`src/rtl/ocm_coeff_loader_pkg.sv`:
```
// Shared word/lane layout and loader state encoding for the OCM pulse-response path.
// Also used by the channel-side reader so both agree on lane order.
package ocm_pkg;
  localparam int SIGNAL_RESOLUTION = 8;
  localparam int OCM_DATA_W        = 64;
  localparam int OCM_ADDR_W        = 14;
  localparam int OCM_LANES         = OCM_DATA_W / SIGNAL_RESOLUTION;
  localparam int LANE_W            = $clog2(OCM_LANES);
  localparam int ADDR_STEP         = 4;
  localparam int MAX_WORDS         = 256;
  localparam int NUM_W             = $clog2(MAX_WORDS + 1);

  typedef enum logic [1:0] {IDLE, FILL, WRITE, DONE} loader_state_t;
endpackage

```
`src/rtl/ocm_coeff_loader_if.sv`:
```
// Byte-source / OCM port-2 bundle of the coefficient loader; master = host side, slave = loader.
// Optional checksum output present when OCM_LOADER_CHECKSUM_EN is defined.
interface ocm_coeff_loader_if;
  import ocm_pkg::*;

  logic                         start;
  logic [OCM_ADDR_W-1:0]        base_addr;
  logic [NUM_W-1:0]             num_words;
  logic [SIGNAL_RESOLUTION-1:0] byte_in;
  logic                         byte_valid;
  logic                         byte_last;
  logic                         byte_ready;
  logic [OCM_ADDR_W-1:0]        addr2;
  logic                         wen2;
  logic [OCM_DATA_W-1:0]        writedata2;
  logic [OCM_LANES-1:0]         byteenable2;
  logic [7:0]                   location;
  logic                         busy;
  logic                         load_done;
`ifdef OCM_LOADER_CHECKSUM_EN
  logic [OCM_DATA_W-1:0]        checksum;
`endif

  modport master (
`ifdef OCM_LOADER_CHECKSUM_EN
    input  checksum,
`endif
    output start, base_addr, num_words, byte_in, byte_valid, byte_last,
    input  byte_ready, addr2, wen2, writedata2, byteenable2, location, busy, load_done
  );

  modport slave (
`ifdef OCM_LOADER_CHECKSUM_EN
    output checksum,
`endif
    input  start, base_addr, num_words, byte_in, byte_valid, byte_last,
    output byte_ready, addr2, wen2, writedata2, byteenable2, location, busy, load_done
  );
endinterface

```
`src/rtl/ocm_coeff_loader_byte_packer.sv`:
```
// Packs accepted bytes into a 64-bit word, lane 0 first; the merged word is presented
// combinationally so the loader can latch it on the completing byte.
module ocm_byte_packer
  import ocm_pkg::*;
(
  input  logic                         clk,
  input  logic                         rstn,
  input  logic                         clear_i,
  input  logic                         accept_i,
  input  logic [SIGNAL_RESOLUTION-1:0] byte_i,
  input  logic                         last_i,
  output logic [OCM_DATA_W-1:0]        word_dat_o,
  output logic [OCM_LANES-1:0]         word_be_o,
  output logic                         word_full_o,
  output logic                         last_seen_o
);
  logic [LANE_W-1:0]     lane_q, lane_d;
  logic [OCM_DATA_W-1:0] data_q, data_d, merged_dat;
  logic [OCM_LANES-1:0]  mask_q, mask_d, merged_be;
  logic                  last_q, last_d;

  always_comb begin
    merged_dat = data_q;
    merged_dat[lane_q*SIGNAL_RESOLUTION +: SIGNAL_RESOLUTION] = byte_i;
    merged_be  = mask_q | (OCM_LANES'(1) << lane_q);
  end

  assign word_full_o = accept_i && ((lane_q == LANE_W'(OCM_LANES - 1)) || last_i);
  assign word_dat_o  = merged_dat;
  assign word_be_o   = merged_be;
  assign last_seen_o = last_q;

  // A completed word restarts from zero so a short final word has clean upper lanes.
  always_comb begin
    lane_d = lane_q;
    data_d = data_q;
    mask_d = mask_q;
    last_d = last_q;
    if (clear_i) begin
      lane_d = '0;
      data_d = '0;
      mask_d = '0;
      last_d = 1'b0;
    end else if (accept_i) begin
      last_d = last_q | last_i;
      if (word_full_o) begin
        lane_d = '0;
        data_d = '0;
        mask_d = '0;
      end else begin
        lane_d = lane_q + 1'b1;
        data_d = merged_dat;
        mask_d = merged_be;
      end
    end
  end

  always_ff @(posedge clk or negedge rstn) begin
    if (!rstn) begin
      lane_q <= '0;
      data_q <= '0;
      mask_q <= '0;
      last_q <= 1'b0;
    end else begin
      lane_q <= lane_d;
      data_q <= data_d;
      mask_q <= mask_d;
      last_q <= last_d;
    end
  end
endmodule

```
`src/rtl/ocm_coeff_loader.sv`:
```
// Packs a coefficient byte stream into 64-bit words and writes them to OCM port 2 at stepped addresses.
// Build option OCM_LOADER_CHECKSUM_EN adds an XOR checksum of all written words.
module ocm_coeff_loader
  import ocm_pkg::*;
(
  input  logic               clk,
  input  logic               rstn,
  ocm_coeff_loader_if.slave  bus
);
  loader_state_t         state_q;
  logic [OCM_ADDR_W-1:0] base_q, addr2_q;
  logic [NUM_W-1:0]      num_q, words_q;
  logic                  wen2_q, load_done_q, busy_q, rdy_q;
  logic [OCM_DATA_W-1:0] wdata_q;
  logic [OCM_LANES-1:0]  be_q;
`ifdef OCM_LOADER_CHECKSUM_EN
  logic [OCM_DATA_W-1:0] checksum_q;
`endif

  logic                  start_acc, accept, word_full, last_seen;
  logic [OCM_DATA_W-1:0] word_dat;
  logic [OCM_LANES-1:0]  word_be;

  assign start_acc = (state_q == IDLE) && bus.start;
  assign accept    = bus.byte_valid && rdy_q;

  ocm_byte_packer u_packer (
    .clk         (clk),
    .rstn        (rstn),
    .clear_i     (start_acc),
    .accept_i    (accept),
    .byte_i      (bus.byte_in),
    .last_i      (bus.byte_last),
    .word_dat_o  (word_dat),
    .word_be_o   (word_be),
    .word_full_o (word_full),
    .last_seen_o (last_seen)
  );

  always_ff @(posedge clk or negedge rstn) begin
    if (!rstn) begin
      state_q     <= IDLE;
      base_q      <= '0;
      num_q       <= '0;
      words_q     <= '0;
      addr2_q     <= '0;
      wen2_q      <= 1'b0;
      wdata_q     <= '0;
      be_q        <= '0;
      load_done_q <= 1'b0;
      busy_q      <= 1'b0;
      rdy_q       <= 1'b0;
`ifdef OCM_LOADER_CHECKSUM_EN
      checksum_q  <= '0;
`endif
    end else begin
      case (state_q)
        IDLE: if (bus.start) begin
          base_q  <= bus.base_addr;
          num_q   <= bus.num_words;
          words_q <= '0;
          busy_q  <= 1'b1;
          rdy_q   <= (bus.num_words != '0);
          state_q <= FILL;
`ifdef OCM_LOADER_CHECKSUM_EN
          checksum_q <= '0;
`endif
        end
        FILL: begin
          // A zero-length load passes through FILL without ever raising byte_ready.
          if (num_q == '0) begin
            load_done_q <= 1'b1;
            state_q     <= DONE;
          end else if (word_full) begin
            rdy_q   <= 1'b0;
            wen2_q  <= 1'b1;
            addr2_q <= base_q + OCM_ADDR_W'(words_q) * OCM_ADDR_W'(ADDR_STEP);
            wdata_q <= word_dat;
            be_q    <= word_be;
            words_q <= words_q + 1'b1;
            state_q <= WRITE;
          end
        end
        WRITE: begin
          wen2_q <= 1'b0;
          be_q   <= '0;
`ifdef OCM_LOADER_CHECKSUM_EN
          checksum_q <= checksum_q ^ wdata_q;
`endif
          if ((words_q < num_q) && !last_seen) begin
            rdy_q   <= 1'b1;
            state_q <= FILL;
          end else begin
            load_done_q <= 1'b1;
            state_q     <= DONE;
          end
        end
        DONE: begin
          load_done_q <= 1'b0;
          busy_q      <= 1'b0;
          state_q     <= IDLE;
        end
        default: state_q <= IDLE;
      endcase
    end
  end

  assign bus.byte_ready  = rdy_q;
  assign bus.addr2       = addr2_q;
  assign bus.wen2        = wen2_q;
  assign bus.writedata2  = wdata_q;
  assign bus.byteenable2 = be_q;
  assign bus.location    = words_q[7:0];
  assign bus.busy        = busy_q;
  assign bus.load_done   = load_done_q;
`ifdef OCM_LOADER_CHECKSUM_EN
  assign bus.checksum    = checksum_q;
`endif
endmodule

```
`src/flat_wrapper.sv`:
```
// flat-port wrapper written by rule: the top's interface ports become plain ports
module ocm_coeff_loader_flat import ocm_pkg::*;
  (clk, rstn, bus_start, bus_base_addr, bus_num_words, bus_byte_in, bus_byte_valid, bus_byte_last, bus_byte_ready, bus_addr2, bus_wen2, bus_writedata2, bus_byteenable2, bus_location, bus_busy, bus_load_done);
  ocm_coeff_loader_if bus_i ();
  input  logic clk;
  input  logic rstn;
  input wire logic [$bits(bus_i.start)-1:0] bus_start;
  input wire logic [$bits(bus_i.base_addr)-1:0] bus_base_addr;
  input wire logic [$bits(bus_i.num_words)-1:0] bus_num_words;
  input wire logic [$bits(bus_i.byte_in)-1:0] bus_byte_in;
  input wire logic [$bits(bus_i.byte_valid)-1:0] bus_byte_valid;
  input wire logic [$bits(bus_i.byte_last)-1:0] bus_byte_last;
  output wire logic [$bits(bus_i.byte_ready)-1:0] bus_byte_ready;
  output wire logic [$bits(bus_i.addr2)-1:0] bus_addr2;
  output wire logic [$bits(bus_i.wen2)-1:0] bus_wen2;
  output wire logic [$bits(bus_i.writedata2)-1:0] bus_writedata2;
  output wire logic [$bits(bus_i.byteenable2)-1:0] bus_byteenable2;
  output wire logic [$bits(bus_i.location)-1:0] bus_location;
  output wire logic [$bits(bus_i.busy)-1:0] bus_busy;
  output wire logic [$bits(bus_i.load_done)-1:0] bus_load_done;
  assign bus_i.start = bus_start;
  assign bus_i.base_addr = bus_base_addr;
  assign bus_i.num_words = bus_num_words;
  assign bus_i.byte_in = bus_byte_in;
  assign bus_i.byte_valid = bus_byte_valid;
  assign bus_i.byte_last = bus_byte_last;
  assign bus_byte_ready = bus_i.byte_ready;
  assign bus_addr2 = bus_i.addr2;
  assign bus_wen2 = bus_i.wen2;
  assign bus_writedata2 = bus_i.writedata2;
  assign bus_byteenable2 = bus_i.byteenable2;
  assign bus_location = bus_i.location;
  assign bus_busy = bus_i.busy;
  assign bus_load_done = bus_i.load_done;
  ocm_coeff_loader u_core (.clk(clk), .rstn(rstn), .bus(bus_i));
endmodule
```
`config.mk`:
```
export PLATFORM = sky130hd
export DESIGN_NAME = ocm_coeff_loader_flat
export DESIGN_NICKNAME = d
export VERILOG_FILES = /design/src/rtl/ocm_coeff_loader_pkg.sv /design/src/rtl/ocm_coeff_loader_if.sv /design/src/rtl/ocm_coeff_loader_byte_packer.sv /design/src/rtl/ocm_coeff_loader.sv /design/src/flat_wrapper.sv
export SDC_FILE = /design/constraint.sdc
export NUM_CORES = 1
export LEC_CHECK = 0
export CAP_MARGIN = 20
export CORE_MARGIN = 2
export CORE_UTILIZATION = 49
export CTS_CLUSTER_DIAMETER = 100
export DETAILED_ROUTE_END_ITERATION = 8
export PLACE_DENSITY = 0.77
export SLEW_MARGIN = 20
export SYNTH_ARGS = -nofsm -noshare
export SYNTH_HDL_FRONTEND = slang
export SYNTH_SLANG_ARGS = --single-unit
```
`constraint.sdc`:
```
create_clock -name clk -period 2.33 [get_ports clk]
set_input_delay 0.466 -clock clk [delete_from_list [all_inputs] [get_ports clk]]
set_output_delay 0.466 -clock clk [all_outputs]
set_load 0.01 [all_outputs]
```
# After elaboration in Yosys (flattened, before gate mapping)
# Index checks and enable logic that the tools add are counted.
[op_classes]
add_sub_neg = 4
magnitude_cmp = 1
eq_ne = 11
n_shift = 3
n_mux = 37
n_bitwise = 3
n_reduce_logical = 23
[op_table]
columns = ["operator", "count"]
rows = [
  ["64-bit 2-to-1 mux", 3],
  ["64-bit bitwise mux", 1],
  ["8-bit by 34-bit variable shift with 64-bit output (first input constant)", 1],
  ["8-bit by 34-bit indexed part select with 64-bit output", 1],
  ["8-bit 2-to-1 mux", 5],
  ["6-bit negator with 34-bit output", 1],
  ["9-bit 2-to-1 mux", 3],
  ["9-bit case mux with 2 select lines", 1],
  ["8-bit case mux with 2 select lines", 1],
  ["14-bit by 11-bit adder with 14-bit output", 1],
  ["1-bit 2-to-1 mux", 11],
  ["9-bit by 1-bit adder with 9-bit output (second input constant)", 1],
  ["9-bit logical NOT", 1],
  ["9-bit less-than comparator", 1],
  ["3-bit 2-to-1 mux", 3],
  ["3-bit AND reduction", 3],
  ["9-bit nonzero test", 1],
  ["2-bit 2-to-1 mux", 4],
  ["2-bit != test (second input constant)", 4],
  ["8-bit OR", 1],
  ["2-bit case mux with 4 select lines", 1],
  ["2-bit nonzero test", 4],
  ["1-bit by 3-bit left shift with 8-bit output (first input constant)", 1],
  ["1-bit case mux with 3 select lines", 2],
  ["other kinds (17)", 26],
]
[totals]
reg_bits = 200
in_bits = 36
out_inout_bits = 98
word_cells = 97

# Logic depth before layout (Yosys ltp)
# Gate-level depths: netlist of run 1.
[depth]
word_depth = 6
mapped_depth = 11
depth_no_buf = 9

# By module
# Synthesis of run 1 repeated with hierarchy kept, for this count alone.
[unflattened]
cells_unflattened = 1020
hier_area_um2 = 9760.6
[by_module_without_submodules]
columns = ["mod", "n_inst", "cells_per_inst", "area_each_um2", "seq_area_each_um2"]
rows = [
  ["ocm_coeff_loader", 1, 611, 5759.3, 3103.0],
  ["ocm_byte_packer", 1, 409, 4001.3, 1901.8],
]

# Worst setup path after synthesis of run 1
# OpenSTA, ideal clock, no wires.
[synth_path]
path_kind = "register to register"
from = "register u_core.u_packer.lane_q[0]"
to = "register u_core.u_packer.data_q[24]"
setup_time_ps = 121
arrival_ps = 2277
required_ps = 2209
path_slack_ps = -68
path_stages_with_launch = 12
n_path_buf = 2
period_less_slack_ps = 2398
path_cell_list = "dfrtp_1 -> inv_2 -> ha_1 -> ha_1 -> inv_1 -> a211o_1 -> buf_2 -> or3_1 -> buf_6 -> nand2_4 -> nand2_4 -> a22o_1"
[synth_between]
elab_chain_cells = 6
word_cells_on_any_way = 10
classes_between = "add/sub (1); eq/ne (1); shift (2); mux (4); reduce/logical (2)"
[synth_lines]
columns = ["element", "line_no", "rtl"]
rows = [
  ["start: declaration", "ocm_coeff_loader_byte_packer.sv:17", "logic [LANE_W-1:0] lane_q, lane_d;"],
  ["start signal: assignment", "ocm_coeff_loader_byte_packer.sv:65", "lane_q <= lane_d;"],
  ["6-bit negator with 34-bit output or 3-bit == test (tied branches)", "ocm_coeff_loader_byte_packer.sv:24, ocm_coeff_loader_byte_packer.sv:28", ""],
  ["8-bit by 34-bit indexed part select with 64-bit output, or another cell as far along", "ocm_coeff_loader_byte_packer.sv:24", "merged_dat[lane_q*SIGNAL_RESOLUTION +: SIGNAL_RESOLUTION] = byte_i;"],
  ["64-bit bitwise mux or 1-bit logical AND (tied branches)", "ocm_coeff_loader_byte_packer.sv:24, ocm_coeff_loader_byte_packer.sv:28", ""],
  ["64-bit 2-to-1 mux *", "ocm_coeff_loader_byte_packer.sv:46", "if (word_full_o) begin"],
  ["64-bit 2-to-1 mux *", "ocm_coeff_loader_byte_packer.sv:44", "end else if (accept_i) begin"],
  ["64-bit 2-to-1 mux *", "ocm_coeff_loader_byte_packer.sv:39", "if (clear_i) begin"],
  ["end signal: assignment", "ocm_coeff_loader_byte_packer.sv:66", "data_q <= data_d;"],
  ["end: declaration", "ocm_coeff_loader_byte_packer.sv:18", "logic [OCM_DATA_W-1:0] data_q, data_d, merged_dat;"],
]
# Every way passes the cells marked *; elsewhere a longest branch is shown, timed or not. The select of a mux whose other input is x is not followed.
# A chain may end at the register's enable or synchronous reset.

# Worst setup path after layout of run 1
[layout_path]
from = "register u_core.words_q[2]"
to = "register u_core.addr2_q[10], in the netlist u_core.bus.addr2[10]"
[layout_between]
elab_chain_cells = 1
[layout_lines]
columns = ["element", "line_no", "rtl"]
rows = [
  ["start: declaration", "ocm_coeff_loader.sv:12", "logic [NUM_W-1:0] num_q, words_q;"],
  ["start signal: assignment", "ocm_coeff_loader.sv:80", "words_q <= words_q + 1'b1;"],
  ["14-bit by 11-bit adder with 14-bit output", "ocm_coeff_loader.sv:77", "addr2_q <= base_q + OCM_ADDR_W'(words_q) * OCM_ADDR_W'(ADDR_STEP);"],
  ["end signal: assignment", "ocm_coeff_loader.sv:77", ""],
  ["end: declaration", "ocm_coeff_loader.sv:11", "logic [OCM_ADDR_W-1:0] base_q, addr2_q;"],
]
# No other way between the ends.

==> impl_metrics.json, run 1 <==
{
  "dpl-instance-area_um2": 11190,
  "dpl.hpwl_mm": 16.20,
  "async_flop_share_pct": 100.0,
  "die_w_um": 141.3,
  "clk_pin_slew_ps": 80,
  "critical-path-max-stage-delay_ps": 400,
  "via_count": 7564,
  "synth_fp_nets": 992,
  "final.period_utilization_pct": 98.79,
  "syn_to_final_growth_pct": 28.76,
  "numPortBuffers": 133,
  "path_cells": "buf_4, ha_1, nor2b_1, o31a_1, or2_2, a31oi_2, xor2_1, o21ai_0",
  "synth_edf_count": 0,
  "drtIter0Drc": 675,
  "cts-buffers-inserted": 17,
  "cp_max_fo": 8,
  "leakagePower_uw": 0.005175,
  "synthDistinctLibCells": 58,
  "worst-path-buf-inv": 1,
  "cts_sinks": 200,
  "finClkSkew_ps": 12.49,
  "synth_flop_cell": "dfrtp_1",
  "rr_worst_depth": 8,
  "setup_tns_ps": 0,
  "grt_first_pass_wirelength_mm": 38.34,
  "drt_wl_total_mm": 23.49,
  "grt_pass1_vias": 7369,
  "slew_headroom_pct": 66.29,
  "cp.arrival_ps": 2610,
  "power_density_nw_per_um2": 1031,
  "rows": 50,
  "core_area_um2": 18580,
  "final_core_util_pct": 64.01,
  "initial_core_util_pct": 49.71,
  "min_period_ps": 2302,
  "cpLargestDelayFamily": "compound AO/OA/AOI/OAI gates",
  "dr.pass1.iters": 5,
  "clk_latency_ps": 440,
  "grt_max_degree": 94,
  "synth_area_um2": 9236,
  "io_pins": 134,
  "antenna_found_initial": 0,
  "n_fill_cell": 1489,
  "syn_inst": 925,
  "finalSetupViolCount": 0,
  "ys_ff_latch": 200,
  "worstMarginPinSlew_ps": 504.6,
  "cts_max_level": 4,
  "min_path_type": "reg -> reg",
  "syn_area_per_cell_um2": 9.985,
  "synth-seq-area-share_pct": 54.19,
  "multi_input_area_um2": 3960,
  "cts-root-buf": "clkbuf_16",
  "die_h_um": 141.3,
  "path_class": "reg -> reg",
  "drive_above_1_share_pct": 13.02,
  "fin_area_um2": 11890,
  "fmax_mhz": 434.4,
  "total_power_uw": 12260,
  "critical_path.startpoint_type": "flip-flop",
  "finalHoldViolations": 0,
  "grt_overflow_total": 0,
  "dieArea_um2": 19960,
  "cp_num_cells": 8,
  "slew_violations": 0,
  "ant_nets": 0,
  "vias_per_cell": 5.645,
  "routedWlPerCell_um": 17.53,
  "nNetsFinal": 1160,
  "peakVddDrop_mv": 0.6612,
  "final_cell_mix": "dfrtp_1 (199), nand2_1 (157), o21ai_0 (136)",
  "register_area_um2": 5006,
  "cts_buffer_depth": 2,
  "maxCapViolations": 0,
  "required_ps": 2640,
  "endpoint_kind": "flip-flop",
  "final_common_cell": "dfrtp_1",
  "outcome": "completed",
  "slowest_stage": "dfrtp_1",
  "diodes": 0,
  "hold_path_depth": 2,
  "synth_warnings": 0,
  "drcViolationCount": 0,
  "gp_congestion": 0.8605,
  "gr-usage-all-layers_pct": 24.20,
  "cts_tree": "built"
}
## report_power, final
part,leakage [µW],internal (µW),total [µW],switching (µW)
Clock,0.000286,1450,2950,1500
Sequential,0.00268,4100,4520,426
Combinational,0.00221,2150,4780,2630
## metrics by stage
step | hold WS [ps] | cells | worst slack, ps
after floorplan | 170.4 | 925 | 18.63
after global placement | 439.6 | 1305 | 2.717
after detailed placement | 437.6 | 1305 | -27.37
after CTS | 484.4 | 1338 | 12.10
after global routing | 505.8 | 1340 | -69.69
final | 478.3 | 1340 | 28.10
## final timing paths
kind	start	to	slack [ps]
worst min register to register	u_core.bus.writedata2[37]$_DFFE_PN0P_	u_core.bus.writedata2[37]$_DFFE_PN0P_	480
worst min-delay path	u_core.bus.writedata2[37]$_DFFE_PN0P_	u_core.bus.writedata2[37]$_DFFE_PN0P_	480
max in group asynchronous	rstn	u_core.u_packer.data_q[12]$_DFFE_PN0P_	1120
worst max register to register	u_core.words_q[2]$_DFFE_PN0P_	u_core.bus.addr2[10]$_DFFE_PN0P_	30
worst max-delay path	u_core.words_q[2]$_DFFE_PN0P_	u_core.bus.addr2[10]$_DFFE_PN0P_	30
min in group asynchronous	rstn	u_core.base_q[1]$_DFFE_PN0P_	530
## sequential cells by signal (all words and copies together) (netlist names), 8 cells and up
name	count
u_core.bus.writedata2	64
u_core.base_q	14
u_core.bus.byteenable2	8
u_core.u_packer.mask_q	8
u_core.words_q	9
u_core.u_packer.data_q	64
u_core.bus.addr2	14
u_core.num_q	9
## logic make-up after synthesis
family	after synthesis	share of synthesized area, %
adders and majority gates	31	4.281
buffers and inverters	71	3.657
DFF	200	54.19
xor gates and xnor gates	9	0.8534
muxes	41	4.660
and+or+nand+nor	296	14.55
AOI/OAI and AO/OA	277	17.81
## worst register-to-register path: cells and delay by family, from the launching register on
family / cells / cell delay (ps)
AOI/OAI and AO/OA: 3 / 580
and+or+nand+nor: 2 / 480
DFF: 1 / 400
adders and majority gates: 1 / 350
xor gates and xnor gates: 1 / 180
buffers and inverters: 1 / 170
## timing repair
item | in CTS | in global routing
hold buffers | 1 | 0
resized for setup | 1 | 14
pin swaps | 0 | 2
gates cloned | 0 | 1
endpoints found under the setup margin | 1 | 67
setup buffers | 0 | 1
endpoints found under the hold margin | 42 | 0
## cells in the mapped netlist (15+ instances only)
cell type,number,share of area [%]
inv_1,18,0.73
o21ai_0,137,7.4
ha_1,30,4.1
nand2_1,157,6.4
mux2_2,16,2.0
buf_2,21,1.1
dfrtp_1,200,54
a22o_1,44,4.2
nand3_1,17,0.92
nor2_1,60,2.4
mux2i_1,25,2.7
clkbuf_1,15,0.61
a21oi_1,58,3.1
## final cells by class
class	count	share of cell area (%)
clock buffers	17	3.577
clock inverters	15	1.483
inverters	20	0.6312
multi-input cells	654	33.30
flip-flops and latches	200	42.09
well taps	234	2.462
repair buffers	200	16.45
## layer usage
| metal | GRT usage, % | wire (µm) | up-vias |
|---|---|---|---|
| li1 | - | - | 3571 |
| met3 | 3.982 | 1158 | 42 |
| met5 | 0 | 0 | - |
| met1 | 34.73 | 10650 | 3714 |
| met4 | 7.158 | 505 | 0 |
| met2 | 38.32 | 11180 | 237 |
(Power assumes the default switching activity.)
==> run 2: changes to the inputs <==
--- a/config.mk
+++ b/config.mk
@@ -8,9 +8,11 @@
 export CAP_MARGIN = 20
 export CORE_MARGIN = 2
 export CORE_UTILIZATION = 49
+export CTS_BUF_LIST = sky130_fd_sc_hd__clkbuf_16
 export CTS_CLUSTER_DIAMETER = 100
 export DETAILED_ROUTE_END_ITERATION = 8
 export PLACE_DENSITY = 0.77
+export SETUP_SLACK_MARGIN = 0.2
 export SLEW_MARGIN = 20
 export SYNTH_ARGS = -nofsm -noshare
 export SYNTH_HDL_FRONTEND = slang
==> impl_metrics.json, run 2 (synthesized netlist as in run 1, its figures left out) <==
{
  "grt_overflow_total": 0,
  "vias_per_cell": 5.685,
  "total_power_uw": 13030,
  "io_pins": 134,
  "cp.arrival_ps": 2560,
  "min_period_ps": 2238,
  "crit-reg2reg-launch": "u_core.u_packer.lane_q[0]$_DFFE_PN0P_",
  "drt_wl_total_mm": 24.73,
  "maxCapViolations": 0,
  "finClkSkew_ps": 10.69,
  "cts_sinks": 200,
  "syn_to_final_growth_pct": 33.65,
  "nNetsFinal": 1175,
  "finalSetupViolCount": 0,
  "cts_max_level": 4,
  "slew_headroom_pct": 67.26,
  "drcViolationCount": 0,
  "violations": "negative hold slack",
  "gp_congestion": 0.8433,
  "slew_violations": 0,
  "clk_pin_slew_ps": 80,
  "diodes": 0,
  "slowest_stage": "dfrtp_2",
  "cts-root-buf": "clkbuf_16",
  "grt_pass1_vias": 7310,
  "grt_max_degree": 85,
  "critical_path.startpoint_type": "flip-flop",
  "dpl.hpwl_mm": 16.53,
  "cp_num_cells": 11,
  "outcome": "complete, but fails checks",
  "peakVddDrop_mv": 0.7047,
  "endpoint_kind": "flip-flop",
  "timing.hold.ws_ps": -15.94,
  "cpLargestDelayFamily": "simple AND/OR/NAND/NOR gates",
  "cts-buffers-inserted": 17,
  "initial_core_util_pct": 49.71,
  "via_count": 7698,
  "drtIter0Drc": 587,
  "gr-usage-all-layers_pct": 24.31,
  "worstMarginPinSlew_ps": 491.2,
  "routedWlPerCell_um": 18.27,
  "min_path_type": "in -> async",
  "finalHoldViolations": 3,
  "rsz0062_at_grt": "yes",
  "core_area_um2": 18580,
  "path_cells": "buf_6, inv_4, ha_4, ha_4, inv_4, a211o_1, or3_4, buf_6, nand2_4, nand2_4, a22o_1",
  "drive_above_1_share_pct": 18.48,
  "cts_buffer_depth": 2,
  "ant_nets": 0,
  "worst-path-buf-inv": 4,
  "cp_max_fo": 8,
  "die_w_um": 141.3,
  "fmax_mhz": 446.8,
  "path_class": "reg -> reg",
  "setup_tns_ps": 0,
  "dr.pass1.iters": 5,
  "clk_latency_ps": 440,
  "die_h_um": 141.3,
  "cts_tree": "built",
  "final_common_cell": "dfrtp_1",
  "required_ps": 2660,
  "grt_first_pass_wirelength_mm": 38.35,
  "antenna_found_initial": 0,
  "power_density_nw_per_um2": 1055,
  "final.period_utilization_pct": 96.07,
  "final_cell_mix": "dfrtp_1 (195), nand2_1 (157), clkdlybuf4s50_1 (131)",
  "leakagePower_uw": 0.005303,
  "critical-path-max-stage-delay_ps": 380,
  "dieArea_um2": 19960,
  "rr_worst_depth": 11,
  "crit_start": "u_core.u_packer.lane_q[0]$_DFFE_PN0P_",
  "numPortBuffers": 133,
  "rows": 50
}
-- run 2: changes by cell type in the layout (fill, tap and decap cells not counted), sizes merged --
cell,before,now
bufinv,0,3
clkbuf,19,20
clkinv,8,4
clkdlybuf4s50,132,131
dlygate4sd3,1,0
buf,65,80
dlymetal6s2s,0,1
-- run 2: area by class of cell --
cell class / instances / area, µm²
Fill cell: 1397 / 6236
Clock buffer: 17 / 425.4
Clock inverter: 14 / 187.7
Multi-Input combinational cell: 654 / 4253
Timing Repair Buffer: 215 / 2095
Sequential cell: 200 / 5011
Tap cell: 234 / 292.8
Inverter: 20 / 80.08
-- run 2: per-stage QoR --
step           worst slack [ps]  utilization (%)  cell area (µm²)  std cells
5_1_grt                   35.08            66.44            12340       1354
2_1_floorplan             113.4                -             9286        925
3_5_place_dp             -191.8            60.15            11180       1301
4_1_cts                   173.4            64.32            11950       1341
3_3_place_gp             -125.4            60.15            11180       1301
6_report                  91.66            66.44            12340       1354
-- run 2: path summary, 6_finish.rpt --
kind / slack [ps] / end
min in group clk: 480 / u_core.bus.writedata2[1]$_DFFE_PN0P_
max reg2reg: 90 / u_core.u_packer.data_q[25]$_DFFE_PN0P_
max in group asynchronous: 1610 / u_core.u_packer.data_q[55]$_DFFE_PN0P_
min reg2reg: 480 / u_core.bus.writedata2[1]$_DFFE_PN0P_
min: -20 / u_core.bus.addr2[1]$_DFFE_PN0P_
max: 90 / u_core.u_packer.data_q[25]$_DFFE_PN0P_
-- run 2: per-layer routing --
metal  global-route usage, %  routed length, µm  vias up
li1                        -                  -     3614
met4                   8.000                737        0
met3                   4.489               1162       55
met1                   33.51              10750     3774
met2                   39.29              12080      255
met5                       0                  0        -
-- run 2: timing repair --
action | 4_1_cts | 5_1_grt
setup endpoints to repair | 79 | 96
cloned | 1 | 2
buffers inserted | 8 | 11
endpoints found under the hold margin | 0 | 0
hold buffers | 0 | 0
pin swaps | 5 | 19
gates resized for setup | 28 | 69
-- run 2: power by group --
| part | leakage [µW] | switching, µW | internal [µW] |
|---|---|---|---|
| Clock | 0.000296 | 1400 | 1720 |
| Combinational | 0.00233 | 2910 | 2460 |
| Sequential | 0.00268 | 439 | 4100 |
==> run 3: changes to the inputs <==
--- a/config.mk
+++ b/config.mk
@@ -7,11 +7,11 @@
 export LEC_CHECK = 0
 export CAP_MARGIN = 20
 export CORE_MARGIN = 2
-export CORE_UTILIZATION = 49
+export CORE_UTILIZATION = 45
 export CTS_BUF_LIST = sky130_fd_sc_hd__clkbuf_16
 export CTS_CLUSTER_DIAMETER = 100
 export DETAILED_ROUTE_END_ITERATION = 8
-export PLACE_DENSITY = 0.77
+export PLACE_DENSITY = 0.72
 export SETUP_SLACK_MARGIN = 0.2
 export SLEW_MARGIN = 20
 export SYNTH_ARGS = -nofsm -noshare
==> impl_metrics.json, run 3 (synthesized netlist as in run 1, its figures left out) <==
{
  "outcome": "completed",
  "grt_max_degree": 80,
  "cts_buffer_depth": 2,
  "layoutNonFillerInstCount": 1381,
  "crit-reg2reg-launch": "u_core.u_packer.lane_q[1]$_DFFE_PN0P_",
  "setup_ws_ps": 141.7,
  "drtIter0Drc": 559,
  "critical-path-max-stage-delay_ps": 400,
  "final_common_cell": "dfrtp_1",
  "total_power_uw": 12640,
  "slew_headroom_pct": 71.75,
  "grtUsageMet2_pct": 34.21,
  "endpoint_kind": "flip-flop",
  "cts-buffers-inserted": 17,
  "final.period_utilization_pct": 93.92,
  "dpl.cell_count": 1331,
  "path_class": "reg -> reg",
  "fin_area_um2": 12270,
  "fmax_mhz": 457.0,
  "n_fill_cell": 1705,
  "drive_above_1_share_pct": 16.56,
  "drt_wl_total_mm": 23.81,
  "cts_max_level": 4,
  "grt_overflow_total": 0,
  "die_h_um": 147.3,
  "via_count": 7444,
  "dieArea_um2": 21690,
  "worstHoldStart": "u_core.base_q[1]$_DFFE_PN0P_",
  "die_w_um": 147.3,
  "cp.arrival_ps": 2510,
  "hold_path_depth": 2,
  "cts-root-buf": "clkbuf_16",
  "slowest_stage": "dfrtp_1",
  "worstMarginPinSlew_ps": 423.7,
  "clk_latency_ps": 440,
  "grt_first_pass_wirelength_mm": 37.47,
  "multi_input_area_um2": 4180,
  "grt.busiest_layer": "met2",
  "path_cells": "inv_2, ha_4, ha_4, inv_4, a211o_1, or3_4, buf_6, nand2_4, nand2_8, a22o_1",
  "register_area_um2": 5006,
  "numPortBuffers": 133,
  "ant_nets": 0,
  "finClkSkew_ps": 10.96,
  "min_path_type": "reg -> reg",
  "initial_core_util_pct": 45.79,
  "nNetsFinal": 1166,
  "dpl-instance-area_um2": 11190,
  "cts_tree": "built",
  "io_pins": 134,
  "preCtsSetupSlack_ps": -97.83,
  "vias_per_cell": 5.390,
  "gp_congestion": 0.8182,
  "dpl.hpwl_mm": 16.44,
  "cts_sinks": 200,
  "routedWlPerCell_um": 17.24,
  "power_density_nw_per_um2": 1030,
  "holdPathEnd": "u_core.bus.addr2[1]$_DFFE_PN0P_",
  "cpMostUsedCell": "ha_4",
  "final_core_util_pct": 60.83,
  "slew_violations": 0,
  "antenna_found_initial": 0,
  "required_ps": 2660,
  "drcViolationCount": 0,
  "core_area_um2": 20170,
  "rrSetupSlack_ps": 140,
  "syn_to_final_growth_pct": 32.82,
  "final_cell_mix": "dfrtp_1 (199), nand2_1 (157), clkdlybuf4s50_1 (132)",
  "cp_max_fo": 8,
  "critical_path.startpoint_type": "flip-flop",
  "r2r_end": "u_core.u_packer.data_q[30]$_DFFE_PN0P_",
  "gr-usage-all-layers_pct": 21.81,
  "finalSetupViolCount": 0,
  "peakVddDrop_mv": 0.7189,
  "gr-usage-met1_pct": 31.55,
  "min_period_ps": 2188,
  "diodes": 0,
  "clk_pin_slew_ps": 80,
  "rsz0062_at_grt": "yes",
  "rr_worst_depth": 10,
  "maxCapViolations": 0,
  "grt_pass1_vias": 6970,
  "use_met3_pct": 3.540,
  "finalHoldViolations": 0,
  "rows": 52,
  "leakagePower_uw": 0.005262,
  "dr.pass1.iters": 5
}
run 3: cell count changes in the layout (fill, tap and decap cells not counted), moves of 3 or more:
| cell | delta |
|---|---|
| nor3b_2 | -6 |
| buf_4 | -11 |
| inv_2 | -3 |
| dfrtp_1 | +4 |
| clkinv_4 | +3 |
| inv_1 | +3 |
| clkinv_8 | +3 |
| dfrtp_2 | -4 |
| nor3b_1 | +8 |
run 3: per-stage QoR:
stage          TNS, ps  hold slack, ps
2_1_floorplan        0           170.4
3_3_place_gp    -84.58           438.9
3_5_place_dp    -574.8           444.0
4_1_cts              0           470.7
5_1_grt              0           499.2
6_report             0           472.8
run 3: report_power, final:
part           switching, µW  total (µW)  internal [µW]
Sequential               435        4530           4100
Clock                   1460        3090           1630
Combinational           2730        5020           2280
Total                   4620       12600           8020
run 3: layout make-up:
| class | count | area share [%] |
|---|---|---|
| inverter | 20 | 0.6527 |
| clock inverter | 14 | 1.571 |
| timing repair buffer | 206 | 16.68 |
| tap | 270 | 2.754 |
| sequential | 200 | 40.81 |
| multi-input combinational | 654 | 34.07 |
| clock buffer | 17 | 3.468 |
run 3: worst max-delay path by stage:
stage	end	cells after the start	from	slack, ps
floorplan	u_core.u_packer.data_q[24]$_DFFE_PN0P_	11	u_core.u_packer.lane_q[0]$_DFFE_PN0P_	110
global placement	u_core.u_packer.data_q[20]$_DFFE_PN0P_	5	bus_byte_last	-10
detailed placement	u_core.u_packer.data_q[19]$_DFFE_PN0P_	5	bus_byte_last	-100
CTS	u_core.u_packer.data_q[43]$_DFFE_PN0P_	7	u_core.u_packer.lane_q[0]$_DFFE_PN0P_	190
global route	u_core.bus.byte_ready$_DFFE_PN0P_	8	u_core.num_q[4]$_DFFE_PN0P_	70
finish	u_core.u_packer.data_q[30]$_DFFE_PN0P_	10	u_core.u_packer.lane_q[1]$_DFFE_PN0P_	140
run 3: per-layer routing:
layer | wire, µm | vias up
li1 | - | 3574
met1 | 10930 | 3626
met2 | 11520 | 218
met3 | 1033 | 26
met4 | 334 | 0
met5 | 0 | -
run 3: worst max-delay path, delay by kind of cell (launching register included):
kind	cells	cell delay, ps
AND/OR/NAND/NOR	3	510
AO/OA/AOI/OAI	2	430
buffers and inverters	3	270
adder cells (fa/ha/maj)	2	460
flip-flops	1	400
run 3: timing repair:
action | in CTS | in global routing
hold endpoints to repair | 41 | 0
endpoints found under the setup margin | 104 | 128
pin swaps | 4 | 13
resized for setup | 15 | 65
gates cloned | 1 | 2
buffers inserted | 6 | 9
hold buffers | 1 | 0
